<file path="config.mk">
export PLATFORM = sky130hd
export DESIGN_NAME = hamming_tx_serializer
export DESIGN_NICKNAME = d
export VERILOG_FILES = /design/src/rtl/hamming_tx_pkg.sv /design/src/rtl/hamming_tx_serializer.sv
export SDC_FILE = /design/constraint.sdc
export NUM_CORES = 1
export LEC_CHECK = 0
export ABC_AREA = 1
export ABC_CLOCK_PERIOD_IN_PS = 3200
export BUFFER_PORTS_ARGS = -buffer_cell sky130_fd_sc_hd__clkbuf_2
export CAP_MARGIN = 40
export CORE_UTILIZATION = 55
export DETAILED_ROUTE_END_ITERATION = 6
export PLACE_DENSITY = 0.93
export SYNTH_ARGS = -nofsm -noshare
export SYNTH_HDL_FRONTEND = slang
export SYNTH_SLANG_ARGS = --single-unit
export TNS_END_PERCENT = 30
</file>
<file path="constraint.sdc">
create_clock -name clk_i -period 3.2 [get_ports clk_i]
set_clock_uncertainty 0.05 [all_clocks]
set_input_delay 0.64 -clock clk_i [delete_from_list [all_inputs] [get_ports clk_i]]
set_output_delay 0.64 -clock clk_i [all_outputs]
set_load 0.005 [all_outputs]
</file>
<file path="src/rtl/hamming_tx_pkg.sv">
// Shared types and elaboration-time helpers for the extended-Hamming TX path.
// The serializer and the encoder both import this package.
package hamming_tx_pkg;

    typedef enum logic {
        IDLE  = 1'b0,
        SHIFT = 1'b1
    } state_t;

    function automatic int calc_beats(input int cw_w, input int out_w);
        return cw_w / out_w;
    endfunction

    // Smallest m with 2^m >= m + k + 1. It matches the encoder's check-bit count.
    function automatic int calc_m(input int k);
        int m;
        m = 0;
        for (int i = 30; i >= 1; i--) begin
            if ((1 << i) >= i + k + 1) m = i;
        end
        return m;
    endfunction

endpackage

</file>
<file path="src/rtl/hamming_tx_serializer.sv">
// Splits one encoded codeword into CW_W/OUT_W lane beats with sof/eof markers.
// A new word loads on the final beat, so back-to-back codewords leave no bubble.
module hamming_tx_serializer
    import hamming_tx_pkg::*;
#(
    parameter int CW_W      = 32,
    parameter int OUT_W     = 8,
    parameter int MSB_FIRST = 1,
    parameter int CNT_W     = 16
) (
    input  logic             clk_i,
    input  logic             rst_i,
    input  logic [CW_W-1:0]  cw_i,
    input  logic             cw_valid_i,
    output logic             cw_ready_o,
    output logic [OUT_W-1:0] ser_o,
    output logic             ser_valid_o,
    input  logic             ser_ready_i,
    output logic             ser_sof_o,
    output logic             ser_eof_o,
    output logic             busy_o,
    output logic [CNT_W-1:0] cw_count_o
);

    localparam int BEATS  = calc_beats(CW_W, OUT_W);
    localparam int BCNT_W = (BEATS > 1) ? $clog2(BEATS) : 1;
    localparam logic [BCNT_W-1:0] LAST = BCNT_W'(BEATS - 1);

    generate
        if ((CW_W % OUT_W) != 0) begin : g_bad_width
            $error("hamming_tx_serializer: CW_W must be a multiple of OUT_W");
        end
    endgenerate

    state_t             state, state_next;
    logic [CW_W-1:0]    shreg;
    logic [BCNT_W-1:0]  cnt;
    logic               sof, eof;
    logic [CNT_W-1:0]   count;
    logic               last_beat, beat_done, accept;

    function automatic logic [CW_W-1:0] advance(input logic [CW_W-1:0] v);
        if (MSB_FIRST != 0) return v << OUT_W;
        else                return v >> OUT_W;
    endfunction

    assign last_beat = (cnt == LAST);
    assign beat_done = (state == SHIFT) && ser_ready_i;
    assign accept    = cw_valid_i && cw_ready_o;

    always_comb begin
        cw_ready_o = !rst_i && ((state == IDLE) || (beat_done && last_beat));
    end

    always_comb begin
        state_next = state;
        case (state)
            IDLE:    if (accept) state_next = SHIFT;
            SHIFT:   if (beat_done && last_beat && !accept) state_next = IDLE;
            default: state_next = IDLE;
        endcase
    end

    always_ff @(posedge clk_i) begin
        if (rst_i) state <= IDLE;
        else       state <= state_next;
    end

    // The active beat always sits at the output end of the shift register.
    always_ff @(posedge clk_i) begin
        if (rst_i) begin
            shreg <= '0;
            cnt   <= '0;
            sof   <= 1'b0;
            eof   <= 1'b0;
            count <= '0;
        end else begin
            if (accept) begin
                shreg <= cw_i;
                cnt   <= '0;
                sof   <= 1'b1;
                eof   <= (BEATS == 1);
            end else if (beat_done) begin
                shreg <= advance(shreg);
                cnt   <= last_beat ? '0 : cnt + 1'b1;
                sof   <= 1'b0;
                eof   <= !last_beat && ((cnt + 1'b1) == LAST);
            end
            if (beat_done && last_beat) count <= count + 1'b1;
        end
    end

    generate
        if (MSB_FIRST != 0) begin : g_msb
            assign ser_o = shreg[CW_W-1 -: OUT_W];
        end else begin : g_lsb
            assign ser_o = shreg[OUT_W-1:0];
        end
    endgenerate

    assign ser_valid_o = (state == SHIFT);
    assign busy_o      = (state == SHIFT);
    assign ser_sof_o   = sof;
    assign ser_eof_o   = eof;
    assign cw_count_o  = count;

endmodule

</file>
# Yosys cells after proc, flatten, opt, wreduce, memory -nomap -nowiden
# Index checks and enable logic that the tools add are counted.
dict set report word_totals {
  wordCells 31
  reg_bits 53
  inputBits 36
}
dict set report classes {
  n_reduce_logical 12
  bitwise_logic 1
  eq_ne 2
  n_addsub 2
  n_mux 8
}
# op count
set ops {}
lappend ops {{2-to-1 mux 32 bit} 2}
lappend ops {{adder 16 x 1 -> 16 bit, second input constant} 1}
lappend ops {{logical AND 1 bit} 6}
lappend ops {{== test 2 bit, second input constant} 2}
lappend ops {{2-to-1 mux 1 bit} 4}
lappend ops {{zero test 1 bit} 3}
lappend ops {{adder 2 x 1 -> 2 bit, second input constant} 1}
lappend ops {{2-to-1 mux 2 bit} 1}
lappend ops {{one-hot mux 1 bit (2 select lines)} 1}
lappend ops {{nonzero test 2 bit} 1}
lappend ops {{OR reduction 2 bit} 1}
lappend ops {{logical OR 1 bit} 1}
lappend ops {{NOT 1 bit} 1}

# Longest topological paths before layout
# Gate-level depths: netlist (run 1).
dict set report logic_depth {
  depth_word 9
  depth_mapped 9
  ltp_nobuf 9
}

# Worst setup path after synthesis (run 1)
# No wires, ideal clock.
dict set report synth_path {
  path_kind {input to output}
  startpoint {input rst_i}
  endpoint {output cw_ready_o}
  slack_ps 1342
  path_buffers 2
  path_stages 3
  t_required_ps 2510
  t_arrival_ps 1168
  path_cell_list {buf_2 -> buf_1 -> nor2_1}
}
dict set report synth_via {
  elab_chain_cells 2
}
# element line_no
set synth_rtl {}
lappend synth_rtl {{start, declared} hamming_tx_serializer.sv:12} ;# input logic rst_i,
lappend synth_rtl {{zero test 1 bit} hamming_tx_serializer.sv:52} ;# cw_ready_o = !rst_i && ((state == IDLE) || (beat_done && last_beat));
lappend synth_rtl {{logical AND 1 bit} hamming_tx_serializer.sv:52}
lappend synth_rtl {{end, declared} hamming_tx_serializer.sv:15} ;# output logic cw_ready_o,
# Every way passes these cells.

# Worst setup path in the final report (run 1)
dict set report layout_path {
  startpoint {register cnt[0]}
  endpoint {output cw_ready_o}
}
dict set report layout_via {
  elab_chain_cells 4
}
# element line_no
set layout_rtl {}
lappend layout_rtl {{start, declared} hamming_tx_serializer.sv:37} ;# logic [BCNT_W-1:0] cnt;
lappend layout_rtl {{start signal, assigned} hamming_tx_serializer.sv:85} ;# cnt <= last_beat ? '0 : cnt + 1'b1;
lappend layout_rtl {{== test 2 bit} hamming_tx_serializer.sv:47} ;# assign last_beat = (cnt == LAST);
lappend layout_rtl {{logical AND 1 bit} hamming_tx_serializer.sv:52}
lappend layout_rtl {{logical OR 1 bit} hamming_tx_serializer.sv:52}
lappend layout_rtl {{logical AND 1 bit} hamming_tx_serializer.sv:52}
# Every way passes these cells.

==> results of run 1 <==
-- registers in the layout, summed over array words and instances, names as in the netlist --
name and count:
cw_count_o 16, busy_o 1, ser_sof_o 1, shreg 32, ser_eof_o 1, cnt 2
-- final cells by class --
cell class / count / area [um2] / share of cell area
clock inverter: 3 / 22.52 / 0.007926
clock buffer: 5 / 68.82 / 0.02422
sequential: 53 / 1061 / 0.3734
inverter: 39 / 146.4 / 0.05152
tap: 52 / 65.06 / 0.02290
multi-input combinational: 240 / 1142 / 0.4020
timing repair buffer: 66 / 335.3 / 0.1180
-- critical path, cell delays in order (launching register included) --
cell and delay, ps:
dfxtp_1 390, ha_1 280, nand3_4 150, nand2_2 120, inv_1 60, nor2_1 80
clkbuf_2 120
-- logic make-up after synthesis --
family / count (synthesis) / share of synthesized area
fa+ha+maj: 3 / 0.01506
compound gates: 68 / 0.1536
flops: 53 / 0.4257
simple gates: 169 / 0.2897
buf+inv: 63 / 0.1160
-- Yosys cell counts --
cell type / instances / share of area
nand2_1: 85 / 0.13
nor2_1: 54 / 0.081
dfxtp_1: 53 / 0.43
o21ai_0: 35 / 0.070
inv_1: 34 / 0.051
a21oi_1: 20 / 0.040
nand3_1: 12 / 0.024
buf_4: 10 / 0.030
o211a_1: 8 / 0.032
nand4_1: 7 / 0.018
buf_2: 6 / 0.012
clkbuf_1: 6 / 0.0090
inv_2: 5 / 0.0075
nor3_1: 4 / 0.0080
o21ai_1: 4 / 0.0080
ha_1: 3 / 0.015
nand3_4: 2 / 0.014
a211oi_1: 1 / 0.0030
and3_1: 1 / 0.0025
buf_1: 1 / 0.0015
buf_6: 1 / 0.0045
nand2_2: 1 / 0.0025
nand3_2: 1 / 0.0040
nor3b_2: 1 / 0.0050
or2_2: 1 / 0.0025
-- report_power, final --
group | total, uW | switching, uW | leakage [uW] | internal (uW)
sequential | 701 | 14.1 | 0.000432 | 687
clock | 375 | 221 | 0.0000364 | 154
combinational | 129 | 75.4 | 0.000910 | 53.6
total | 1200 | 310 | 0.00138 | 894
-- per-stage QoR --
stage	util	power [uW]	hold slack, ps	cell area, um2
detailed placement	0.6316	844.9	404.9	2750
finish	0.6526	1205	420.2	2841
global placement	0.6316	839.0	398.2	2750
floorplan	-	806.7	389.2	2492
CTS	0.6526	1212	418.7	2841
global route	0.6526	1265	448.5	2841
-- worst max-delay path by stage --
stage          slack (ps)  depth (start not counted)                endpoint
2_1_floorplan        1340                          3              cw_ready_o
3_3_place_gp          950                          6   shreg[6]$_SDFFE_PP0P_
3_5_place_dp          900                          6  shreg[21]$_SDFFE_PP0P_
4_1_cts              1010                          6              cw_ready_o
5_1_grt               920                          6              cw_ready_o
6_report             1010                          6              cw_ready_o
-- placed cells by master (no fill, tap or decap), types with 2 or more instances in the layout --
cell	n
ha_1	3
clkbuf_2	64
clkinvlp_4	3
nand2_1	85
a21oi_1	20
inv_2	5
o21ai_1	4
clkbuf_8	5
nor2_1	54
o21ai_0	35
nor3_1	4
nand4_1	7
nand3_4	2
inv_1	34
o211a_1	8
nand3_1	12
dfxtp_1	53
buf_4	2
-- per-layer routing --
| layer | share of wire | track usage | wire, um | vias to the layer above |
|---|---|---|---|---|
| met1 | 0.48 | 0.3033 | 2527 | 1060 |
| met5 | 0 | 0 | 0 | - |
| met3 | 0.043 | 0.03779 | 226 | 8 |
| met4 | 0.018 | 0.09524 | 94 | 0 |
| met2 | 0.46 | 0.3603 | 2448 | 77 |
| li1 | - | - | - | 1224 |
==> reports/qor.yml, run 1 <==
hold_violations: 0
worstMarginPinSlew_ps: 565.0
clockRootBuffer: "clkbuf_8"
slew_headroom: 0.6228
via_per_inst: 5.172
leakagePower_uw: 0.001378
synth_cells: 356
firstDrtPassIters: 5
startpoint_type: "register"
cp_max_fo: 7
nFillCells: 377
timing.final.ws_setup_ps: 1008
start_util: 0.5724
crit_arrival_ps: 1500
setup_viol: 0
required_ps: 2510
end_kind: "primary output"
drv_slew: 0
cts_sinks: 53
drc: 0
fp.dieH_um: 69.32
portBuffers: 64
gp_congestion: 0.8654
ff2ff_setup_slack_ps: 1450
min_from: "shreg[4]$_SDFFE_PP0P_"
antenna_found_initial: 0
peakVddDrop_v: 0.0003262
drtIter0Drc: 159
grt_pass1_vias: 2089
min_path_cells: 2
startpoint: "cnt[0]$_SDFFE_PP0P_"
ys_seq_area_frac: 0.4257
rr_endpoint: "shreg[2]$_SDFFE_PP0P_"
synth_area_mm2: 0.002492
grt_overflow: 0
fmax_ghz: 0.4563
track_usage: 0.2260
placed_cells: 450
insertion_delay_ps: 310
hp-class: "register to register"
die_area_mm2: 0.004805
rsz0062_at_grt: "no"
dp_slack_ps: 895.3
postCtsSetupBuffers: 0
htree_levels: 2
final_nets: 444
clk_pin_slew_worst_paths_ps: 90
routed_wl_um: 5297
insertedDiodeCount: 0
clock_path_buffers: 2
fin_crit_sh: 0.6849
finalSetupTns_ps: 0
worstRegToRegCells: 7
r2r-start: "cnt[0]$_SDFFE_PP0P_"
outcome: "complete, no violations"
holdPathEnd: "shreg[4]$_SDFFE_PP0P_"
setup.worst_path.class: "register to primary output"
io_pins: 65
std_cell_rows: 24
grt_max_degree: 38
area_growth_pct: 14.01
synth.avg_cell_area_um2: 7.001
post-route-min-period_ps: 2192
drv_cap: 0
vias: 2369
syn-num-nets: 395
cts_tree: "built"
synth.distinct_cells: 25
cts_buffers: 5
die_w_um: 69.32
p_per_area_mw_per_mm2: 424.0
yosys_warnings: 0
drive_gt1_frac: 0.2094
dp.final_hpwl_um: 3784
ctsResizeCount: 0
wl_per_cell_um: 11.57
hold_buffers: 0
fin_cells: 458
grt_pass1_wl_um: 8963
ant_nets: 0
ys_ff_latch: 53
core-area_mm2: 0.004354
Power figures use the tool's default switching activity.
==> run 2: changes to the inputs <==
- ABC_CLOCK_PERIOD_IN_PS: 3200 -> 1800
- CORE_UTILIZATION: 55 -> 47
- PLACE_DENSITY: 0.93 -> 0.85
- clock period: 3.2 -> 1.8 ns (I/O delays scaled with it)
==> run 2 against run 1 <==
Effect of this change:
- largest cell class unchanged
- largest power group unchanged
- design area is 2.6% higher
- clock-buffer cell count stayed put
- flip-flop and latch count stayed put
- worst hold slack worse by 200 ps
==> reports/qor.yml, run 2 (same netlist as run 1, synthesis figures left out) <==
rsz0062_at_grt: "no"  # unchanged
crit_chain: "ha_4, nand3_4, nand2_4, inv_1, nor2_1, clkbuf_2"  # was ha_1, nand3_4, nand2_2, inv_1, nor2_1, clkbuf_2
finalSetupTns_ps: 0  # unchanged
postCtsSetupBuffers: 0  # unchanged
hold_buffers: 0  # unchanged
regMostFlops: "shreg"  # unchanged
die_w_um: 74.82  # was 69.32 um
cts_tree: "built"  # unchanged
track_usage: 0.1972  # was 0.2260
clk_pin_slew_worst_paths_ps: 100  # was 90 ps
core-area_mm2: 0.005107  # was 0.004354 mm2
area_growth_pct: 17.02  # was 14.01%
fin_crit_sh: 0.9491
final_nets: 448  # was 444
post-route-min-period_ps: 1708
drive_gt1_frac: 0.2268  # was 0.2094
via_per_inst: 5.019  # was 5.172
dp.final_hpwl_um: 3930  # was 3784 um
grt_max_degree: 37  # was 38
grt_pass1_vias: 1956  # was 2089
largest_reg_flops: 32  # unchanged
end_kind: "primary output"  # unchanged
htree_levels: 2  # unchanged
outcome: "complete, no violations"  # unchanged
cp_max_fo: 7  # unchanged
setup.worst_path.class: "register to primary output"  # unchanged
hold_slack_ps: 219.4  # was 420.2 ps
insertion_delay_ps: 300  # was 310 ps
required_ps: 1390  # was 2510 ps
insertedDiodeCount: 0  # unchanged
fin_cells: 480  # was 458
die_area_mm2: 0.005598  # was 0.004805 mm2
fmax_ghz: 0.5853
clock_path_buffers: 2  # unchanged
startpoint_type: "register"  # unchanged
crit_arrival_ps: 1300  # was 1500 ps
cp_slowest_cell: "dfxtp_4"  # was dfxtp_1
dp_slack_ps: 135.8  # was 895.3 ps
drc: 0  # unchanged
antenna_found_initial: 0  # unchanged
final_common_cell: "nand2_1"  # unchanged
portBuffers: 64  # unchanged
routed_wl_um: 5434  # was 5297 um
timing.final.ws_setup_ps: 91.55  # was 1008 ps
cts_sinks: 53  # unchanged
p_per_area_mw_per_mm2: 740.7  # was 424.0 mW/mm2
cts_buffers: 5  # unchanged
io_pins: 65  # unchanged
firstDrtPassIters: 4  # was 5
grt_pass1_wl_um: 8438  # was 8963 um
leakagePower_uw: 0.001405  # was 0.001378 uW
ant_nets: 0  # unchanged
start_util: 0.4880  # was 0.5724
peakVddDrop_v: 0.0003737  # was 0.0003262 V
mostFrequentLayoutCells: "nand2_1 (85), clkbuf_2 (64), nor2_1 (54), dfxtp_1 (50), o21ai_0 (35)"  # was nand2_1 (85), clkbuf_2 (64), nor2_1 (54), dfxtp_1 (53), o21ai_0 (35)
postLayoutCoreUtil: 0.5710  # was 0.6526
worstMarginPinSlew_ps: 381.3  # was 565.0 ps
grt_overflow: 0  # unchanged
drtIter0Drc: 235  # was 159
drv_cap: 0  # unchanged
clockRootBuffer: "clkbuf_8"  # unchanged
slowest_delay_ps: 380  # was 390 ps
std_cell_rows: 26  # was 24
gp_congestion: 0.8370  # was 0.8654
cp_num_buf_inv: 2  # unchanged
hold_violations: 0  # unchanged
placed_cells: 472  # was 450
slew_headroom: 0.7454  # was 0.6228
hp-class: "input pin to register"  # was register to register
critPathTopFamily: "flip-flops"  # unchanged
vias: 2409  # was 2369
nFillCells: 486  # was 377
fp.dieH_um: 74.82  # was 69.32 um
setup_viol: 0  # unchanged
wl_per_cell_um: 11.32  # was 11.57 um
drv_slew: 0  # unchanged
## run 2: cell count changes in the layout (fill, tap and decap cells not counted), moves of 2 or more
cell / delta
clkinvlp_4: -2
buf_4: +4
dfxtp_2: +2
dfxtp_1: -3
## run 2: final cells by class
type | count | area (um2) | area share
well taps | 70 | 87.58 | 0.03003
repair buffers | 70 | 365.4 | 0.1253
clock inverters | 3 | 21.27 | 0.007293
flip-flops and latches | 53 | 1067 | 0.3659
clock buffers | 5 | 68.82 | 0.02360
inverters | 39 | 146.4 | 0.05019
multi-input cells | 240 | 1160 | 0.3977
## run 2: path summary, 6_finish.rpt
| check | start | to | slack [ps] | cells past startpoint |
|---|---|---|---|---|
| min reg2reg | shreg[6]$_SDFFE_PP0P_ | shreg[6]$_SDFFE_PP0P_ | 420 | 2 |
| max | cnt[0]$_SDFFE_PP0P_ | cw_ready_o | 90 | 6 |
| min | cw_i[21] | shreg[21]$_SDFFE_PP0P_ | 220 | 3 |
| max reg2reg | cw_count_o[1]$_SDFFE_PP0P_ | cw_count_o[10]$_SDFFE_PP0P_ | 250 | 6 |
## run 2: power breakdown
part	switching [uW]	internal (uW)	total, uW
Clock	398	277	674
Sequential	26.3	1220	1250
Combinational	137	102	238
## run 2: routing by layer
metal	up-vias	wire length [um]	track usage	share of wire
met2	67	2524	0.3283	0.46
met5	-	0	0	0
met3	9	246	0.03748	0.045
met4	0	82	0.06289	0.015
met1	1099	2582	0.2588	0.48
li1	1234	-	-	-
## run 2: stage by stage
stage / total power [uW] / area (um2)
final: 2160 / 2917
after global routing: 2259 / 2917
after CTS: 2174 / 2907
after detailed placement: 1509 / 2803
after global placement: 1500 / 2803
after floorplan: 1434 / 2492
## run 2: repair_timing
| item | 4_1_cts | 5_1_grt |
|---|---|---|
| setup endpoints to repair | 1 | 1 |
| gates resized for setup | 3 | 4 |
| pin swaps | 0 | 0 |
## run 2: worst reg2reg max path, cell delays in order, from the launching register on
cell,delay [ps]
dfxtp_1,420
ha_1,200
nand4_1,130
nor2_1,300
nand3_1,140
o21ai_0,160
nor2_1,50
